--- config.mk ---
export PLATFORM = sky130hd
export DESIGN_NAME = ising_run_seq_flat
export DESIGN_NICKNAME = d
export VERILOG_FILES = /design/src/rtl/ising_run_seq_if.sv /design/src/rtl/ising_run_seq.sv /design/src/flat_wrapper.sv
export SDC_FILE = /design/constraint.sdc
export NUM_CORES = 1
export LEC_CHECK = 0
export CORE_UTILIZATION = 50
export DETAILED_ROUTE_END_ITERATION = 8
export PLACE_DENSITY_LB_ADDON = 0.15
export SLEW_MARGIN = 25
export SYNTH_ARGS = -nofsm -noshare
export SYNTH_HDL_FRONTEND = slang
export SYNTH_SLANG_ARGS = --single-unit
--- constraint.sdc ---
create_clock -name clk -period 10.2 [get_ports clk]
set_clock_uncertainty 0.15 [all_clocks]
set_input_delay 1.02 -clock clk [delete_from_list [all_inputs] [get_ports clk]]
set_output_delay 1.02 -clock clk [all_outputs]
set_load 0.02 [all_outputs]
--- src/rtl/ising_run_seq_if.sv ---
// Result-FIFO drain port of the Ising run sequencer.
// The master side presents the FIFO head; the slave side pops it.
interface ising_run_seq_if #(
    parameter int unsigned FIFO_DEPTH = 8
);
    localparam int unsigned CW = $clog2(FIFO_DEPTH) + 1;

    logic          res_valid;
    logic          res_ready;
    logic [31:0]   res_data;
    logic [CW-1:0] res_count;

    modport master (output res_valid, res_data, res_count, input res_ready);
    modport slave  (input res_valid, res_data, res_count, output res_ready);
endinterface

--- src/rtl/ising_run_seq.sv ---
// Repeats reset/anneal runs on the Ising core and queues each run's phase result.
// Optional minimum-phase tracking is enabled by defining ISING_RUN_MIN_TRACK_EN.
module ising_run_seq #(
    parameter int unsigned FIFO_DEPTH    = 8,
    parameter int unsigned SETTLE_CYCLES = 2
) (
    input  logic        clk,
    input  logic        rstn,
    input  logic        start,
    input  logic        abort,
    input  logic [15:0] num_runs,
    input  logic [15:0] reset_cycles,
    input  logic [31:0] run_cycles,
    input  logic [31:0] cfg_counter_max,
    input  logic [31:0] cfg_counter_cutoff,
    input  logic [31:0] phase,
    output logic        ising_rstn,
    output logic [31:0] counter_max,
    output logic [31:0] counter_cutoff,
    output logic        busy,
    output logic        done,
    output logic [15:0] runs_done,
    output logic        overflow,
    ising_run_seq_if.master res_if
`ifdef ISING_RUN_MIN_TRACK_EN
   ,output logic [31:0] min_phase,
    output logic [15:0] min_idx
`endif
);
    localparam int unsigned AW = $clog2(FIFO_DEPTH);
    localparam int unsigned CW = AW + 1;

    typedef enum logic [2:0] {IDLE, RESET, RUN, SETTLE, CAPTURE} state_t;

    state_t      state_q, state_d;
    logic [31:0] cnt_q, cnt_d;
    logic [15:0] num_runs_q, reset_cycles_q;
    logic [31:0] run_cycles_q;
    logic        accept, capture, seq_done, last_run;

    logic [31:0]   mem [FIFO_DEPTH];
    logic [AW-1:0] wr_ptr, rd_ptr;
    logic [CW-1:0] count, count_d;
    logic          res_valid_q, full, pop, push_ok;

    assign last_run = (runs_done + 16'd1) == num_runs_q;

    always_ff @(posedge clk or negedge rstn) begin
        if (!rstn) begin
            state_q <= IDLE;
            cnt_q   <= '0;
        end else begin
            state_q <= state_d;
            cnt_q   <= cnt_d;
        end
    end

    // Counters load length-1 on entry, so a zero length behaves as one cycle.
    always_comb begin
        state_d  = state_q;
        cnt_d    = cnt_q;
        accept   = 1'b0;
        capture  = 1'b0;
        seq_done = 1'b0;
        unique case (state_q)
            IDLE: begin
                if (start) begin
                    accept = 1'b1;
                    if (num_runs == '0) begin
                        seq_done = 1'b1;
                    end else begin
                        state_d = RESET;
                        cnt_d   = (reset_cycles == '0) ? '0 : {16'd0, reset_cycles} - 32'd1;
                    end
                end
            end
            RESET: begin
                if (cnt_q == '0) begin
                    state_d = RUN;
                    cnt_d   = (run_cycles_q == '0) ? '0 : run_cycles_q - 32'd1;
                end else begin
                    cnt_d = cnt_q - 32'd1;
                end
            end
            RUN: begin
                if (cnt_q == '0) begin
                    state_d = SETTLE;
                    cnt_d   = 32'(SETTLE_CYCLES - 1);
                end else begin
                    cnt_d = cnt_q - 32'd1;
                end
            end
            SETTLE: begin
                if (cnt_q == '0) state_d = CAPTURE;
                else             cnt_d   = cnt_q - 32'd1;
            end
            CAPTURE: begin
                capture = 1'b1;
                if (last_run) begin
                    state_d  = IDLE;
                    seq_done = !abort;
                end else begin
                    state_d = RESET;
                    cnt_d   = (reset_cycles_q == '0) ? '0 : {16'd0, reset_cycles_q} - 32'd1;
                end
            end
            default: state_d = IDLE;
        endcase
        // Abort wins over any transition but never suppresses a capture already due.
        if (abort && state_q != IDLE) state_d = IDLE;
    end

    always_ff @(posedge clk or negedge rstn) begin
        if (!rstn) begin
            ising_rstn     <= 1'b0;
            busy           <= 1'b0;
            done           <= 1'b0;
            runs_done      <= '0;
            num_runs_q     <= '0;
            reset_cycles_q <= '0;
            run_cycles_q   <= '0;
            counter_max    <= '0;
            counter_cutoff <= '0;
        end else begin
            ising_rstn <= state_d inside {RUN, SETTLE, CAPTURE};
            busy       <= state_d != IDLE;
            done       <= seq_done;
            if (accept) begin
                num_runs_q     <= num_runs;
                reset_cycles_q <= reset_cycles;
                run_cycles_q   <= run_cycles;
                counter_max    <= cfg_counter_max;
                counter_cutoff <= cfg_counter_cutoff;
                runs_done      <= '0;
            end else if (capture) begin
                runs_done <= runs_done + 16'd1;
            end
        end
    end

    assign full    = count == CW'(FIFO_DEPTH);
    assign pop     = res_valid_q && res_if.res_ready;
    assign push_ok = capture && (!full || pop);

    always_comb begin
        count_d = count;
        unique case ({push_ok, pop})
            2'b10:   count_d = count + CW'(1);
            2'b01:   count_d = count - CW'(1);
            default: count_d = count;
        endcase
    end

    always_ff @(posedge clk or negedge rstn) begin
        if (!rstn) begin
            wr_ptr      <= '0;
            rd_ptr      <= '0;
            count       <= '0;
            res_valid_q <= 1'b0;
            overflow    <= 1'b0;
            for (int unsigned i = 0; i < FIFO_DEPTH; i++) mem[i] <= '0;
        end else begin
            if (push_ok) begin
                mem[wr_ptr] <= phase;
                wr_ptr      <= wr_ptr + AW'(1);
            end
            if (pop) rd_ptr <= rd_ptr + AW'(1);
            count       <= count_d;
            res_valid_q <= count_d != '0;
            if (accept)                        overflow <= 1'b0;
            else if (capture && full && !pop)  overflow <= 1'b1;
        end
    end

    assign res_if.res_valid = res_valid_q;
    assign res_if.res_data  = mem[rd_ptr];
    assign res_if.res_count = count;

`ifdef ISING_RUN_MIN_TRACK_EN
    always_ff @(posedge clk or negedge rstn) begin
        if (!rstn) begin
            min_phase <= '1;
            min_idx   <= '0;
        end else if (accept) begin
            min_phase <= '1;
            min_idx   <= '0;
        end else if (capture && phase < min_phase) begin
            min_phase <= phase;
            min_idx   <= runs_done;
        end
    end
`endif

endmodule

--- src/flat_wrapper.sv ---
// flat-port wrapper written by rule: the top's interface ports become plain ports
module ising_run_seq_flat 
#(
    parameter int unsigned FIFO_DEPTH    = 8,
    parameter int unsigned SETTLE_CYCLES = 2
)
  (clk, rstn, start, abort, num_runs, reset_cycles, run_cycles, cfg_counter_max, cfg_counter_cutoff, phase, ising_rstn, counter_max, counter_cutoff, busy, done, runs_done, overflow, res_if_res_valid, res_if_res_data, res_if_res_count, res_if_res_ready);
  ising_run_seq_if #(.FIFO_DEPTH(FIFO_DEPTH)) res_if_i ();
  input  logic clk;
  input  logic rstn;
  input  logic start;
  input  logic abort;
  input  logic [15:0] num_runs;
  input  logic [15:0] reset_cycles;
  input  logic [31:0] run_cycles;
  input  logic [31:0] cfg_counter_max;
  input  logic [31:0] cfg_counter_cutoff;
  input  logic [31:0] phase;
  output logic ising_rstn;
  output logic [31:0] counter_max;
  output logic [31:0] counter_cutoff;
  output logic busy;
  output logic done;
  output logic [15:0] runs_done;
  output logic overflow;
  output wire logic [$bits(res_if_i.res_valid)-1:0] res_if_res_valid;
  output wire logic [$bits(res_if_i.res_data)-1:0] res_if_res_data;
  output wire logic [$bits(res_if_i.res_count)-1:0] res_if_res_count;
  input wire logic [$bits(res_if_i.res_ready)-1:0] res_if_res_ready;
  assign res_if_res_valid = res_if_i.res_valid;
  assign res_if_res_data = res_if_i.res_data;
  assign res_if_res_count = res_if_i.res_count;
  assign res_if_i.res_ready = res_if_res_ready;
  ising_run_seq #(.FIFO_DEPTH(FIFO_DEPTH), .SETTLE_CYCLES(SETTLE_CYCLES)) u_core (.clk(clk), .rstn(rstn), .start(start), .abort(abort), .num_runs(num_runs), .reset_cycles(reset_cycles), .run_cycles(run_cycles), .cfg_counter_max(cfg_counter_max), .cfg_counter_cutoff(cfg_counter_cutoff), .phase(phase), .ising_rstn(ising_rstn), .counter_max(counter_max), .counter_cutoff(counter_cutoff), .busy(busy), .done(done), .runs_done(runs_done), .overflow(overflow), .res_if(res_if_i));
endmodule
### Word-level counts from Yosys, hierarchy flattened

Index checks and enable logic that the tools add are counted.
W data, S select, Z words.

| word-level totals | value |
|---|---|
| bits of input ports | 165 |
| output and inout port bits | 121 |
| logic and storage cells | 113 |
| register bits | 450 |

| operators by class | value |
|---|---|
| multiplexer cells | 36 |
| reduce and logical (&&, ||, !) cells | 24 |
| equal/unequal tests | 15 |
| bitwise gates (word level) | 2 |
| magnitude comparators | 3 |
| $add $sub $neg | 9 |

Operator list:

| operator | number |
|---|---|
| $mux W32 | 12 |
| $bwmux W256 | 1 |
| $pmux W32 S5 | 1 |
| $bmux W32 S3 | 1 |
| $demux W32 S3 | 1 |
| $logic_not A32 Y1 | 2 |
| $sub A32 B1 Y32 const B | 2 |
| $logic_not A16 Y1 | 3 |
| $sub A16 B1 Y17 const B | 2 |
| $mux W16 | 2 |
| $mux W3 | 6 |
| $add A16 B1 Y16 const B | 1 |
| $eq A16 B16 Y1 | 1 |
| $pmux W3 S5 | 1 |
| $eq A3 B2 Y1 const B | 4 |
| $mux W1 | 9 |
| $reduce_bool A3 Y1 | 3 |
| $ge A4 B4 Y1 const B | 2 |
| $ne A2 B2 Y1 const B | 4 |
| $not A3 Y4 | 2 |
| $pmux W4 S2 | 1 |
| $add A3 B1 Y3 const B | 2 |
| $eq A3 B3 Y1 const B | 2 |
| $logic_and A1 B1 Y1 | 6 |
| 15 further kinds | 18 |

### Depth between registers and ports, before layout

| depth | value |
|---|---|
| depth in word-level cells | 7 |
| gate-level depth with buffers | 14 |
| depth with buffers taken out | 12 |

### Least setup slack after synthesis

OpenSTA, ideal clock, no wires.

| timing | value |
|---|---|
| path type | input port to flip-flop |
| start point | input reset_cycles[0] |
| end point | register u_core.cnt_q[3] |
| required time | 9.909 ns |
| path buffers | 2 |
| arrival | 3.258 ns |
| library setup time | 0.141 ns |
| slack | 6.651 ns |
| cell stages on the path | 10 |
| path through | inv_1 > ha_1 > or3b_2 > clkbuf_1 > nor4_1 > a31o_2 > buf_1 > a21oi_1 > a2111oi_0 > mux2i_1 |

| on the way | value |
|---|---|
| longest elaborated chain between the ends | 5 |
| elaborated cells between the ends (all ways) | 6 |
| classes of those cells | add/sub: 1; mux: 4; reduce/logical: 1 |

RTL lines:

| element | line | text |
|---|---|---|
| from (decl) | flat_wrapper.sv:14 | `input logic [15:0] reset_cycles;` |
| $sub A16 B1 Y17 / $logic_not A16 Y1 (equally long branches) | ising_run_seq.sv:73 | `cnt_d = (reset_cycles == '0) ? '0 : {16'd0, reset_cycles} - 32'd1;` |
| $mux W32 (*) | ising_run_seq.sv:73 |  |
| $mux W32 (*) | ising_run_seq.sv:69 | `if (num_runs == '0) begin` |
| $mux W32 (*) | ising_run_seq.sv:67 | `if (start) begin` |
| $pmux W32 S5 (*) | ising_run_seq.sv:65 | `unique case (state_q)` |
| to (signal assigned) | ising_run_seq.sv:54 | `cnt_q <= cnt_d;` |
| to (decl) | ising_run_seq.sv:36 | `logic [31:0] cnt_q, cnt_d;` |

Every way passes the cells marked *; elsewhere a longest branch is shown, timed or not. The select of a mux whose other input is x is not followed.
A chain may end at the register's enable or synchronous reset.

### Worst setup path in the final report

| timing | value |
|---|---|
| start point | register u_core.rd_ptr[0] |
| end point | output res_if_res_data[15] |

| on the way | value |
|---|---|
| longest elaborated chain between the ends | 4 |

RTL lines:

| element | line | text |
|---|---|---|
| from (decl) | ising_run_seq.sv:42 | `logic [AW-1:0] wr_ptr, rd_ptr;` |
| from (signal assigned) | ising_run_seq.sv:167 | `if (pop) rd_ptr <= rd_ptr + AW'(1);` |
| $not A3 Y4 (implied by the code) | ising_run_seq.sv:176 | `assign res_if.res_data = mem[rd_ptr];` |
| $bmux W32 S3 | ising_run_seq.sv:176 |  |
| $mux W32 (implied by the code) (2 in a row) | ising_run_seq.sv:176 |  |
| to (decl) | flat_wrapper.sv:27 | `output wire logic [$bits(res_if_i.res_data)-1:0] res_if_res_data;` |

Every way passes these cells. The select of a mux whose other input is x is not followed.

==> summary.md <==
| Metric | Value |
|---|---|
| Multiplexer share of the synthesized area | 21.8% |
| Via count | 16.2k |
| H-tree lvl count | 2 |
| Insertion delay of the later-clocked pin in the worst-skew pair | around 590 ps |
| CTS max path bufs | 3 |
| Main combinational cell family by area after synthesis | multiplexers |
| Final HPWL from detailed placement | ~36,000 um |
| Number of instances in the synthesized netlist | 1,951 |
| Cell chosen for the clock root | clkbuf_16 |
| TritonCTS clock tree | built |
| Tightest slew margin relative to the limit | about a third |
| Average cell area after synthesis | 11.3 sq um |
| Quantity of I/O buffers inserted on ports | around 290 |
| Minimum period implied by the final worst setup slack | about 4800 ps |
| Sequential group share of total power | between 40 and 50% |
| Min-delay worst type | input port to async pin |
| Post-Place Cell Area | around 25,000 sq um |
| Detail-routed net length per standard cell | between 15 and 20 um |
| Flip-flop and latch count after synthesis | 450 |
| Maximum fanout along the worst path | 44 |
| Worst setup timing slack at the placement stage | approximately 6000 ps |
| Core area | 43,400 sq um |
| Total length of routed wires | 55,500 um |
| Yosys synthesis warning count | 0 |
| Clock sink total | 450 |
| Share of the cycle needed by the critical path after routing | a little under half |
| X dimension of the die | between 200 and 250 um |
| Cell Int Power | 3680 uW |
| RSZ-0062 raised after global routing | false |
| Most common cell after layout, fill and taps aside | dfrtp_1 |
| Number of clock buffers inserted by TritonCTS | 50 |
| Setup crit end kind | primary output |
| Largest net degree at the start of global routing | 172 |
| Vertical extent of the die | 212 um |
| Top library cells by usage in the layout, fill and taps aside | 448 x dfrtp_1, 421 x nand2_1, 294 x mux2_2, 284 x clkdlybuf4s50_1, 64 x mux4_2 |
| Total iterations of the first detailed-routing run | 5 |
| Clock group share of total power | 38.3% |
| Sw power | 1510 uW |
| Top FF cell, synth | dfrtp_1 |
| Worst path required time | 9030 ps |
| Clock transition at path regs | 60 ps |
| Via count of the first global-routing pass | 16.5k |
| Final RePlAce weighted congestion | 0.900 |
| Filler cell count in the final layout | around 3.5k |
| Critical path arrival | 3610 ps |
| First-pass GRT wire length | between 80,000 and 90,000 um |
| Leakage power | 0.0126 uW |
| Overall track demand over capacity in global routing | 25.1% |
| Switching fraction of total power | 29.2% |
| Number of max-cap violations | 0 |
| Max Clock Freq | 0.209 GHz |
| Setup CP Type | flip-flop to primary output |
| Cell area after synthesis | between 20,000 and 25,000 sq um |
| Grt ovf | 0 |
| Setup Buffers After CTS | 0 |
| Share of final-layout standard cells stronger than drive strength 1 | 22.0% |
| Final hold viol count | 0 |
| Layout area overhead | 23.6% |
| Number of antenna violations at the first check in global routing | 1 |
| Transition at the pin with the smallest max-transition slack | 990 ps |
| Setup-failing EPs final | 0 |
| Xor/xnor cell area share of the yosys netlist | under 10% |
| Sequential-to-total area share from yosys stat | 51.0% |
| Nets in the synthesized netlist | 2,128 |
| Total number of nets in the final design | 2,371 |
| Compound-cell area share of the yosys netlist | 5.87% |
| Initial cell density of the core | 51.0% |
| Setup ws final | 5420 ps |
| Async SR Flop Fraction | 100% |
| Post-route cell area | 27,300 sq um |
| # rows | 76 |
| Synth Area in Simple Gates | 14.3% |
| Maximum VDD drop | about 0.14 mV |
| Post-synthesis adder-cell area fraction | 0.713% |
| Hold buffer count at cts | 0 |
| Vias/cell | 5.74 |
| Number of enable-type register cells in the synthesized netlist | 0 |
| Residual DRC | 0 |
| Total power per unit cell area | 190 nW/um^2 |
| Area enclosed by the die boundary | 45,000 sq um |
| Gate power share | 20.7% |
| Number of slew-limit violations in the final report | 0 |
| Synth unique cells | 74 |
| Nature of the critical path startpoint | flip-flop |
| Number of design-rule violations left by the first detailed-router iteration | about 1.1k |
| Post-route antenna net violation count | 0 |
| Setup TNS after final layout | 0 ps |
| Result of the run | complete, no violations |
| Number of cells upsized or downsized after cts | 0 |
| I/O pin count | 286 |
| Placed insts | ~2.7k |
| Non-filler cells in the finished layout | 2,820 |
-- critical path, cell delays in order, from the launching register on --
cell	delay (ps)
dfrtp_4	720
buf_4	800
mux4_2	590
mux2_2	310
clkdlybuf4s50_1	540
-- sequential cells by signal (all words and copies together), names as in the netlist, 3 cells and up --
register,cells
u_core.counter_max,32
u_core.mem,256
u_core.state_q,3
u_core.cnt_q,32
u_core.wr_ptr,3
u_core.run_cycles_q,32
u_core.runs_done,16
u_core.reset_cycles_q,16
u_core.num_runs_q,16
u_core.counter_cutoff,32
u_core.rd_ptr,3
u_core.res_if.res_count,4
-- cells by family (layout without fill, tap and decap cells) --
group / count (synthesis) / after routing
XOR/XNOR: 88 / 88
buffers and inverters: 155 / 438
flip-flops: 450 / 450
other: 0 / 1
adder cells (fa/ha/maj): 12 / 12
AND/OR/NAND/NOR: 694 / 694
AO/OA/AOI/OAI: 187 / 187
multiplexers: 365 / 365
-- path summary, 6_finish.rpt --
| path | start | endpoint | slack [ps] | cells past startpoint |
|---|---|---|---|---|
| max | u_core.rd_ptr[0] | res_if_res_data[15] | 5420 | 4 |
| min | rstn | u_core.mem[123] | 180 | 1 |
| max reg2reg | u_core.state_q[1] | u_core.res_if.res_valid | 6220 | 13 |
| min reg2reg | u_core.counter_max[18] | u_core.counter_max[18] | 320 | 2 |
| max in group asynchronous | rstn | u_core.mem[12] | 8420 | 2 |
| min in group clk | u_core.counter_max[18] | u_core.counter_max[18] | 320 | 2 |
-- synthesized netlist by cell type (all sizes together) (14+ instances only) --
cell type  number  area (sq um)
xnor2          50           438
mux4           64          1440
nor4           40           263
a21oi          20           111
inv            39           146
nand3          35           175
o22ai          30           188
xor2           38           333
clkbuf         78           293
mux2          295          3320
nor2           62           249
or4            14           109
buf            38           190
a211oi         25           188
o21ai          46           230
nor3           40           200
dfrtp         450         11300
nand2         423          1590
-- final cells by class --
type	instances	area, sq um	share of cell area (%)
antenna	1	2.50	0.00916
clock buffer	72	1470	5.37
clock inverter	20	379	1.39
inverter	39	146	0.536
multi-input combinational	1346	10200	37.5
sequential	450	11300	41.3
tap	585	732	2.68
timing repair buffer	307	3070	11.2
-- layer usage --
layer,wire (um),track usage (%),up-vias
met5,0,0,-
met4,1510,8.46,0
met3,3220,4.80,107
met2,27200,42.2,443
met1,23600,32.6,8205
li1,-,-,7418
-- power by group through the flow --
stage	sequential (uW)	clock [uW]	combinational (uW)
after floorplan	2150	0	644
after global placement	2150	0	1060
after global routing	2160	2100	1170
after CTS	2130	2030	1080
final	2130	1990	1070
after detailed placement	2160	0	1080
-- through the flow --
stage / hold WS, ps / power, uW / util (%)
6_report: 177 / 5190 / 63.0
5_1_grt: 183 / 5430 / 63.0
4_1_cts: 325 / 5250 / 62.9
3_5_place_dp: 311 / 3240 / 58.7
3_3_place_gp: 306 / 3210 / 58.7
2_1_floorplan: 315 / 2790 / -
Note: power is estimated with default switching activity, not from simulation.
